### config.mk
export PLATFORM = sky130hd
export DESIGN_NAME = mem_port_arbiter_flat
export DESIGN_NICKNAME = d
export VERILOG_FILES = /design/src/rtl/cpu_bus_pkg.sv /design/src/rtl/mem_port_arbiter_if.sv /design/src/rtl/rr_pick2.sv /design/src/rtl/mem_port_arbiter.sv /design/src/flat_wrapper.sv
export SDC_FILE = /design/constraint.sdc
export NUM_CORES = 1
export LEC_CHECK = 0
export ABC_CLOCK_PERIOD_IN_PS = 2160
export BUFFER_PORTS_ARGS = -buffer_cell sky130_fd_sc_hd__buf_2
export CORE_UTILIZATION = 35
export CTS_CLUSTER_DIAMETER = 150
export CTS_CLUSTER_SIZE = 10
export DETAILED_ROUTE_END_ITERATION = 6
export SETUP_SLACK_MARGIN = 0.3
export SYNTH_ARGS = -nofsm -noshare
export SYNTH_HDL_FRONTEND = slang
export SYNTH_HIERARCHICAL = 1
export SYNTH_SLANG_ARGS = --single-unit
### constraint.sdc
create_clock -name clk -period 2.16 [get_ports clk]
set_clock_uncertainty 0.2 [all_clocks]
set_input_delay 0.324 -clock clk [delete_from_list [all_inputs] [get_ports clk]]
set_output_delay 0.324 -clock clk [all_outputs]
set_load 0.005 [all_outputs]
### src/rtl/cpu_bus_pkg.sv
// Shared types and constants for the CPU/DMA memory port arbiter.
package cpu_bus_pkg;

  typedef enum logic [1:0] {
    IDLE   = 2'd0,
    ACCESS = 2'd1,
    RESP   = 2'd2
  } state_t;

  typedef enum logic {
    OP_RD = 1'b0,
    OP_WR = 1'b1
  } op_t;

  localparam logic PORT_CPU = 1'b0;
  localparam logic PORT_DMA = 1'b1;

  // Wait counter width; covers WAIT up to 15.
  localparam int unsigned WCNT_W = 4;

endpackage

### src/rtl/mem_port_arbiter_if.sv
// Bus bundle between the CPU/DMA requesters, the arbiter and the memory.
interface mem_port_arbiter_if #(
  parameter int unsigned AW = 16,
  parameter int unsigned DW = 16
);

  logic          cpu_rd;
  logic          cpu_wr;
  logic [AW-1:0] cpu_addr;
  logic [DW-1:0] cpu_wdata;
  logic [DW-1:0] cpu_rdata;
  logic          cpu_ready;

  logic          dma_rd;
  logic          dma_wr;
  logic [AW-1:0] dma_addr;
  logic [DW-1:0] dma_wdata;
  logic [DW-1:0] dma_rdata;
  logic          dma_ready;

  logic [AW-1:0] mem_addr;
  logic [DW-1:0] mem_wdata;
  logic          mem_rd;
  logic          mem_wr;
  logic [DW-1:0] mem_rdata;

  // Arbiter side.
  modport slave (
    input  cpu_rd, cpu_wr, cpu_addr, cpu_wdata,
    input  dma_rd, dma_wr, dma_addr, dma_wdata,
    input  mem_rdata,
    output cpu_rdata, cpu_ready, dma_rdata, dma_ready,
    output mem_addr, mem_wdata, mem_rd, mem_wr
  );

  // Requester and memory side.
  modport master (
    output cpu_rd, cpu_wr, cpu_addr, cpu_wdata,
    output dma_rd, dma_wr, dma_addr, dma_wdata,
    output mem_rdata,
    input  cpu_rdata, cpu_ready, dma_rdata, dma_ready,
    input  mem_addr, mem_wdata, mem_rd, mem_wr
  );

endinterface

### src/rtl/rr_pick2.sv
// Two-request round-robin selector: on a tie, grants the port not served last.
module rr_pick2
  import cpu_bus_pkg::*;
(
  input  logic [1:0] req,
  input  logic       last,
  output logic       gnt_valid,
  output logic       gnt_id
);

  // Pick the single requester, or alternate away from the last owner on a tie.
  always_comb begin
    gnt_valid = |req;
    gnt_id    = PORT_CPU;
    case (req)
      2'b01:   gnt_id = PORT_CPU;
      2'b10:   gnt_id = PORT_DMA;
      2'b11:   gnt_id = (last == PORT_CPU) ? PORT_DMA : PORT_CPU;
      default: gnt_id = PORT_CPU;
    endcase
  end

endmodule

### src/rtl/mem_port_arbiter.sv
// Shares a single-ported memory between the CPU and DMA ports: round-robin
// grant, fixed WAIT-cycle access, then a one-cycle ready pulse to the owner.
module mem_port_arbiter
  import cpu_bus_pkg::*;
#(
  parameter int unsigned AW   = 16,
  parameter int unsigned DW   = 16,
  parameter int unsigned WAIT = 2
) (
  input logic                clk,
  input logic                rst,
  mem_port_arbiter_if.slave  bus
);

  localparam logic [WCNT_W-1:0] WCNT_INIT = WCNT_W'(WAIT - 1);

  state_t              state_q;
  logic                owner_q;
  logic                last_q;
  op_t                 op_q;
  logic [WCNT_W-1:0]   wcnt_q;
  logic [AW-1:0]       mem_addr_q;
  logic [DW-1:0]       mem_wdata_q;
  logic                mem_rd_q;
  logic                mem_wr_q;
  logic [DW-1:0]       cpu_rdata_q;
  logic [DW-1:0]       dma_rdata_q;
  logic                cpu_ready_q;
  logic                dma_ready_q;

  logic [1:0]          req;
  logic                gnt_valid;
  logic                gnt_id;
  logic [AW-1:0]       sel_addr;
  logic [DW-1:0]       sel_wdata;
  op_t                 sel_op;

  assign req = {bus.dma_rd | bus.dma_wr, bus.cpu_rd | bus.cpu_wr};

  rr_pick2 u_pick (
    .req       (req),
    .last      (last_q),
    .gnt_valid (gnt_valid),
    .gnt_id    (gnt_id)
  );

  // Route the granted port's request; write wins when rd and wr are both high.
  always_comb begin
    sel_addr  = bus.cpu_addr;
    sel_wdata = bus.cpu_wdata;
    sel_op    = bus.cpu_wr ? OP_WR : OP_RD;
    if (gnt_id == PORT_DMA) begin
      sel_addr  = bus.dma_addr;
      sel_wdata = bus.dma_wdata;
      sel_op    = bus.dma_wr ? OP_WR : OP_RD;
    end
  end

  // Arbiter FSM: grant and latch, hold the strobe for WAIT cycles, pulse ready.
  always_ff @(posedge clk) begin
    if (!rst) begin
      state_q     <= IDLE;
      owner_q     <= PORT_CPU;
      last_q      <= PORT_DMA;
      op_q        <= OP_RD;
      wcnt_q      <= '0;
      mem_addr_q  <= '0;
      mem_wdata_q <= '0;
      mem_rd_q    <= 1'b0;
      mem_wr_q    <= 1'b0;
      cpu_rdata_q <= '0;
      dma_rdata_q <= '0;
      cpu_ready_q <= 1'b0;
      dma_ready_q <= 1'b0;
    end else begin
      case (state_q)
        IDLE: begin
          if (gnt_valid) begin
            owner_q     <= gnt_id;
            op_q        <= sel_op;
            mem_addr_q  <= sel_addr;
            mem_wdata_q <= sel_wdata;
            mem_rd_q    <= (sel_op == OP_RD);
            mem_wr_q    <= (sel_op == OP_WR);
            wcnt_q      <= WCNT_INIT;
            state_q     <= ACCESS;
          end
        end
        ACCESS: begin
          if (wcnt_q == '0) begin
            mem_rd_q <= 1'b0;
            mem_wr_q <= 1'b0;
            if (op_q == OP_RD) begin
              if (owner_q == PORT_DMA) dma_rdata_q <= bus.mem_rdata;
              else                     cpu_rdata_q <= bus.mem_rdata;
            end
            cpu_ready_q <= (owner_q == PORT_CPU);
            dma_ready_q <= (owner_q == PORT_DMA);
            last_q      <= owner_q;
            state_q     <= RESP;
          end else begin
            wcnt_q <= wcnt_q - WCNT_W'(1);
          end
        end
        RESP: begin
          cpu_ready_q <= 1'b0;
          dma_ready_q <= 1'b0;
          state_q     <= IDLE;
        end
        default: state_q <= IDLE;
      endcase
    end
  end

  assign bus.mem_addr  = mem_addr_q;
  assign bus.mem_wdata = mem_wdata_q;
  assign bus.mem_rd    = mem_rd_q;
  assign bus.mem_wr    = mem_wr_q;
  assign bus.cpu_rdata = cpu_rdata_q;
  assign bus.dma_rdata = dma_rdata_q;
  assign bus.cpu_ready = cpu_ready_q;
  assign bus.dma_ready = dma_ready_q;

endmodule

### src/flat_wrapper.sv
// flat-port wrapper written by rule: the top's interface ports become plain ports
module mem_port_arbiter_flat import cpu_bus_pkg::*;
#(
  parameter int unsigned AW   = 16,
  parameter int unsigned DW   = 16,
  parameter int unsigned WAIT = 2
)
  (clk, rst, bus_cpu_rd, bus_cpu_wr, bus_cpu_addr, bus_cpu_wdata, bus_dma_rd, bus_dma_wr, bus_dma_addr, bus_dma_wdata, bus_mem_rdata, bus_cpu_rdata, bus_cpu_ready, bus_dma_rdata, bus_dma_ready, bus_mem_addr, bus_mem_wdata, bus_mem_rd, bus_mem_wr);
  mem_port_arbiter_if #(.AW(AW), .DW(DW)) bus_i ();
  input logic clk;
  input logic rst;
  input wire logic [$bits(bus_i.cpu_rd)-1:0] bus_cpu_rd;
  input wire logic [$bits(bus_i.cpu_wr)-1:0] bus_cpu_wr;
  input wire logic [$bits(bus_i.cpu_addr)-1:0] bus_cpu_addr;
  input wire logic [$bits(bus_i.cpu_wdata)-1:0] bus_cpu_wdata;
  input wire logic [$bits(bus_i.dma_rd)-1:0] bus_dma_rd;
  input wire logic [$bits(bus_i.dma_wr)-1:0] bus_dma_wr;
  input wire logic [$bits(bus_i.dma_addr)-1:0] bus_dma_addr;
  input wire logic [$bits(bus_i.dma_wdata)-1:0] bus_dma_wdata;
  input wire logic [$bits(bus_i.mem_rdata)-1:0] bus_mem_rdata;
  output wire logic [$bits(bus_i.cpu_rdata)-1:0] bus_cpu_rdata;
  output wire logic [$bits(bus_i.cpu_ready)-1:0] bus_cpu_ready;
  output wire logic [$bits(bus_i.dma_rdata)-1:0] bus_dma_rdata;
  output wire logic [$bits(bus_i.dma_ready)-1:0] bus_dma_ready;
  output wire logic [$bits(bus_i.mem_addr)-1:0] bus_mem_addr;
  output wire logic [$bits(bus_i.mem_wdata)-1:0] bus_mem_wdata;
  output wire logic [$bits(bus_i.mem_rd)-1:0] bus_mem_rd;
  output wire logic [$bits(bus_i.mem_wr)-1:0] bus_mem_wr;
  assign bus_i.cpu_rd = bus_cpu_rd;
  assign bus_i.cpu_wr = bus_cpu_wr;
  assign bus_i.cpu_addr = bus_cpu_addr;
  assign bus_i.cpu_wdata = bus_cpu_wdata;
  assign bus_i.dma_rd = bus_dma_rd;
  assign bus_i.dma_wr = bus_dma_wr;
  assign bus_i.dma_addr = bus_dma_addr;
  assign bus_i.dma_wdata = bus_dma_wdata;
  assign bus_i.mem_rdata = bus_mem_rdata;
  assign bus_cpu_rdata = bus_i.cpu_rdata;
  assign bus_cpu_ready = bus_i.cpu_ready;
  assign bus_dma_rdata = bus_i.dma_rdata;
  assign bus_dma_ready = bus_i.dma_ready;
  assign bus_mem_addr = bus_i.mem_addr;
  assign bus_mem_wdata = bus_i.mem_wdata;
  assign bus_mem_rd = bus_i.mem_rd;
  assign bus_mem_wr = bus_i.mem_wr;
  mem_port_arbiter #(.AW(AW), .DW(DW), .WAIT(WAIT)) u_core (.clk(clk), .rst(rst), .bus(bus_i));
endmodule
==> qor.csv <==
stage;metric;value;unit
die;Die ar.;0.0104;mm2
pwr;Sequential Power Share;38.5;%
run_status;outcome;finished clean;
global_route;Total Routing Usage GR;17.3;%
clocking;# H-tree levels;3;
synthesis;Syn Nets;452;
global_route;initial antenna violation count;0;
global_route;vias in the first global route;2824;
timing;RSZ-0062 raised after global routing;true;
worst_setup_path;CP arrival;1.83;ns
detailed_routing;DRT iter0 DRCs;102;
placed_design;Final HPWL DP;6.15;mm
die;chip width;102;um
synthesis;Async SR Flop Fraction;0;%
placed_design;IO Port Bufs;153;
worst_setup_path;CP peak stage delay;0.72;ns
clocking;clk sinks;77;
placed_design;GP Congestion;0.754;
die;Row Count;36;
detailed_routing;drt drc;0;
pwr;Comb pwr share;36.2;%
die;initial core utilization;36.0;%
synthesis;Mapped Avg Cell Area;9.63;um2
detailed_routing;Vias;3174;
clocking;CTS clk-pin slew, worst paths;0.08;ns
timing;Max Fclk;0.557;GHz
synthesis;Mapped Cells;364;
synthesis;Cell variety after synth;41;
detailed_routing;Vias/cell;4.95;
final_layout;utilization after layout;47.8;%
worst_setup_path;Crit. End Element;register;
detailed_routing;routed length per instance;13.8;um
final_layout;final net count;591;
synthesis;mapped cell area;0.00350;mm2
die;# IOs;154;
pwr;Net Sw Frac;34.7;%
synthesis;synth warn;6;
clocking;TritonCTS Buffers;9;
synthesis;synthesized flop and latch total;77;
worst_setup_path;cell depth of the worst setup path;3;
global_route;largest net degree at the start of global routing;68;
pwr;P_int;3230;uW
worst_setup_path;FF-to-FF path depth;3;
worst_setup_path;CP delay by family, top;simple AND/OR/NAND/NOR gates;
synthesis;count leader, synth;dfxtp_1;
run;max cap viols;0;
worst_setup_path;slowest cell on the critical path;or4b_4;
synthesis;ys flop type;dfxtp_1;
timing;Slew Limit Fails;0;
synthesis;post-synth top area share;44.0;%
pwr;PD cells;1060;mW/mm2
pwr;VDD IR max;521;uV
timing;crit path time final;1.80;ns
clocking;CTS Buffer Depth;2;
pwr;Switching Power;1710;uW
clocking;clk root buf;clkbuf_8;
worst_setup_path;R2R Path Start;u_core/state_q[1]$_SDFFE_PN0P_;
timing;Max transition margin;64.0;%
synthesis;Post-synth EDFFs;0;
final_layout;fraction of layout cells with a size suffix above 1;38.6;%
global_route;first-pass GRT wire length;14.0;mm
die;Die Ht;102;um
worst_setup_path;CP Launch Type;register;
die;CORE AREA;0.00973;mm2
timing;Setup TNS;0;ns
worst_setup_path;critical path startpoint;u_core/state_q[1]$_SDFFE_PN0P_;
worst_setup_path;R2R Setup Slk;0.36;ns
detailed_routing;Total Wirelength;8.83;mm
global_route;grt ovf;0;
worst_setup_path;Crit Path Category;reg2reg;
clocking;Post-CTS Hold Buffers;0;
clocking;CTS tree;yes;
final_layout;synth-to-layout area growth;32.6;%
worst_setup_path;Cell Chain, Critical Path;or4b_4, o21ai_0, a21boi_0;
timing;final period utilization;83.1;%
synthesis;cell taking the most area after synthesis;dfxtp_1;
clocking;Clock Latency Late Sink;0.34;ns
worst_setup_path;worst path bufs/invs;0;
worst_setup_path;CP Data Required Time;2.19;ns
pwr;Clock power frac;25.4;%
worst_setup_path;Critical R2R Capture;u_core/bus.cpu_rdata[10]$_SDFFE_PN0P_;
worst_setup_path;Max FO, Critical Path;16;
timing;Slew @ Worst Pin;0.539;ns
synthesis;Post-synth top cells;77 x dfxtp_1, 40 x nand2_1, 34 x nand3_1;
final_layout;# diodes;0;
synthesis;synth top area cells;dfxtp_1 44%, o211a_1 9.4%, mux2i_1 9.1%;
synthesis;post-synthesis sequential area ratio;44.0;%
worst_setup_path;worst setup path end;u_core/bus.cpu_rdata[10]$_SDFFE_PN0P_;
timing;Final Hold Viols;0;
timing;# setup viols final;0;
detailed_routing;Detail Route Antenna Nets;0;
detailed_routing;drt pass-1 iters;5;
hold_path;min-delay worst type;in2reg;
pwr;LEAKAGE;0.00234;uW
[final cells by class]
type / count / area [um2]
Sequential cell: 77 / 1540
Inverter: 3 / 11.3
Multi-Input combinational cell: 249 / 1800
Clock buffer: 11 / 151
Clock inverter: 5 / 82.6
Tap cell: 133 / 166
Timing Repair Buffer: 163 / 890
Fill cell: 995 / 5080
[worst min-delay path: stages]
cell and delay, ns:
buf_2 0.10, nand3_1 0.06, a21boi_1 0.05
[logic make-up (layout without fill, tap and decap cells)]
group | count (synthesis) | count (layout) | synth area share (%)
compound gates | 117 | 117 | 25.1
mux | 33 | 33 | 9.46
fa+ha+maj | 2 | 2 | 0.714
simple gates | 97 | 97 | 15.1
flops | 77 | 77 | 44.0
buf+inv | 38 | 182 | 5.60
[repair_timing]
item / in CTS / in global routing
buffers inserted: 0 / 0
resized for setup: 0 / 10
endpoints found under the setup margin: 0 / 39
[sequential cells by signal, indices dropped and copies added (netlist names)]
signal and cells:
u_core/bus.mem_rd 1, u_core/bus.mem_wdata 16, u_core/bus.dma_rdata 16, u_core/op_q 1, u_core/owner_q 1, u_core/bus.mem_wr 1
u_core/bus.cpu_rdata 16, u_core/bus.mem_addr 16, u_core/state_q 2, u_core/bus.dma_ready 1, u_core/wcnt_q 4, u_core/last_q 1
u_core/bus.cpu_ready 1
[per-stage QoR]
step / worst slack, ns / cells / instance area (um2) / hold WS (ns) / total power (uW)
3_5_place_dp: 0.195 / 625 / 4390 / 0.268 / 3680
4_1_cts: 0.302 / 641 / 4620 / 0.0104 / 4950
2_1_floorplan: 0.302 / 364 / 3520 / 0.257 / 3100
5_1_grt: 0.260 / 641 / 4650 / 0.00328 / 5310
6_report: 0.364 / 641 / 4650 / 0.0306 / 4950
3_3_place_gp: 0.207 / 625 / 4390 / 0.261 / 3650
[how the worst min path moves through the flow]
stage / startpoint / end / slack, ns / cells past startpoint
final: bus_mem_rdata[6] / u_core/bus.cpu_rdata[6]$_SDFFE_PN0P_ / 0.03 / 3
after global routing: bus_mem_rdata[6] / u_core/bus.cpu_rdata[6]$_SDFFE_PN0P_ / 0.003 / 3
after CTS: bus_mem_rdata[15] / u_core/bus.cpu_rdata[15]$_SDFFE_PN0P_ / 0.01 / 3
after floorplan: u_core/wcnt_q[1]$_SDFFE_PN0P_ / u_core/wcnt_q[1]$_SDFFE_PN0P_ / 0.26 / 2
after detailed placement: u_core/bus.cpu_rdata[13]$_SDFFE_PN0P_ / u_core/bus.cpu_rdata[13]$_SDFFE_PN0P_ / 0.27 / 2
after global placement: u_core/bus.dma_rdata[10]$_SDFFE_PN0P_ / u_core/bus.dma_rdata[10]$_SDFFE_PN0P_ / 0.26 / 2
[power by group through the flow]
stage	clock [uW]	sequential [uW]	combinational [uW]
finish	1250	1900	1790
global route	1380	1940	1990
CTS	1290	1900	1760
detailed placement	0	1930	1750
global placement	0	1920	1730
floorplan	0	1890	1210
[routing by layer]
layer	GRT usage [%]	share of wire, %	wire (um)
met4	5.93	0.52	46
met1	23.0	46	4100
met2	25.5	43	3810
met5	0	0	0
met3	6.84	10	880
[cell usage in the layout, fill, tap and decap left out, types with 2 or more instances in the layout]
cell type	synthesis	routed
a21boi_0	26	26
a21boi_1	12	11
a21oi_1	2	2
a22oi_1	2	2
buf_12	0	3
buf_2	13	153
buf_4	1	5
bufinv_16	0	2
clkbuf_8	0	11
clkinv_4	0	2
dfxtp_1	77	76
inv_1	3	2
mux2i_1	32	32
nand2_1	40	40
nand3_1	34	34
nor2b_1	2	2
nor3b_4	0	2
o211a_1	33	33
o211ai_1	2	2
o21ai_0	25	22
o21ai_1	10	13
o22ai_1	2	2
or2_2	3	3
or4_1	3	3
(Power assumes the default switching activity.)
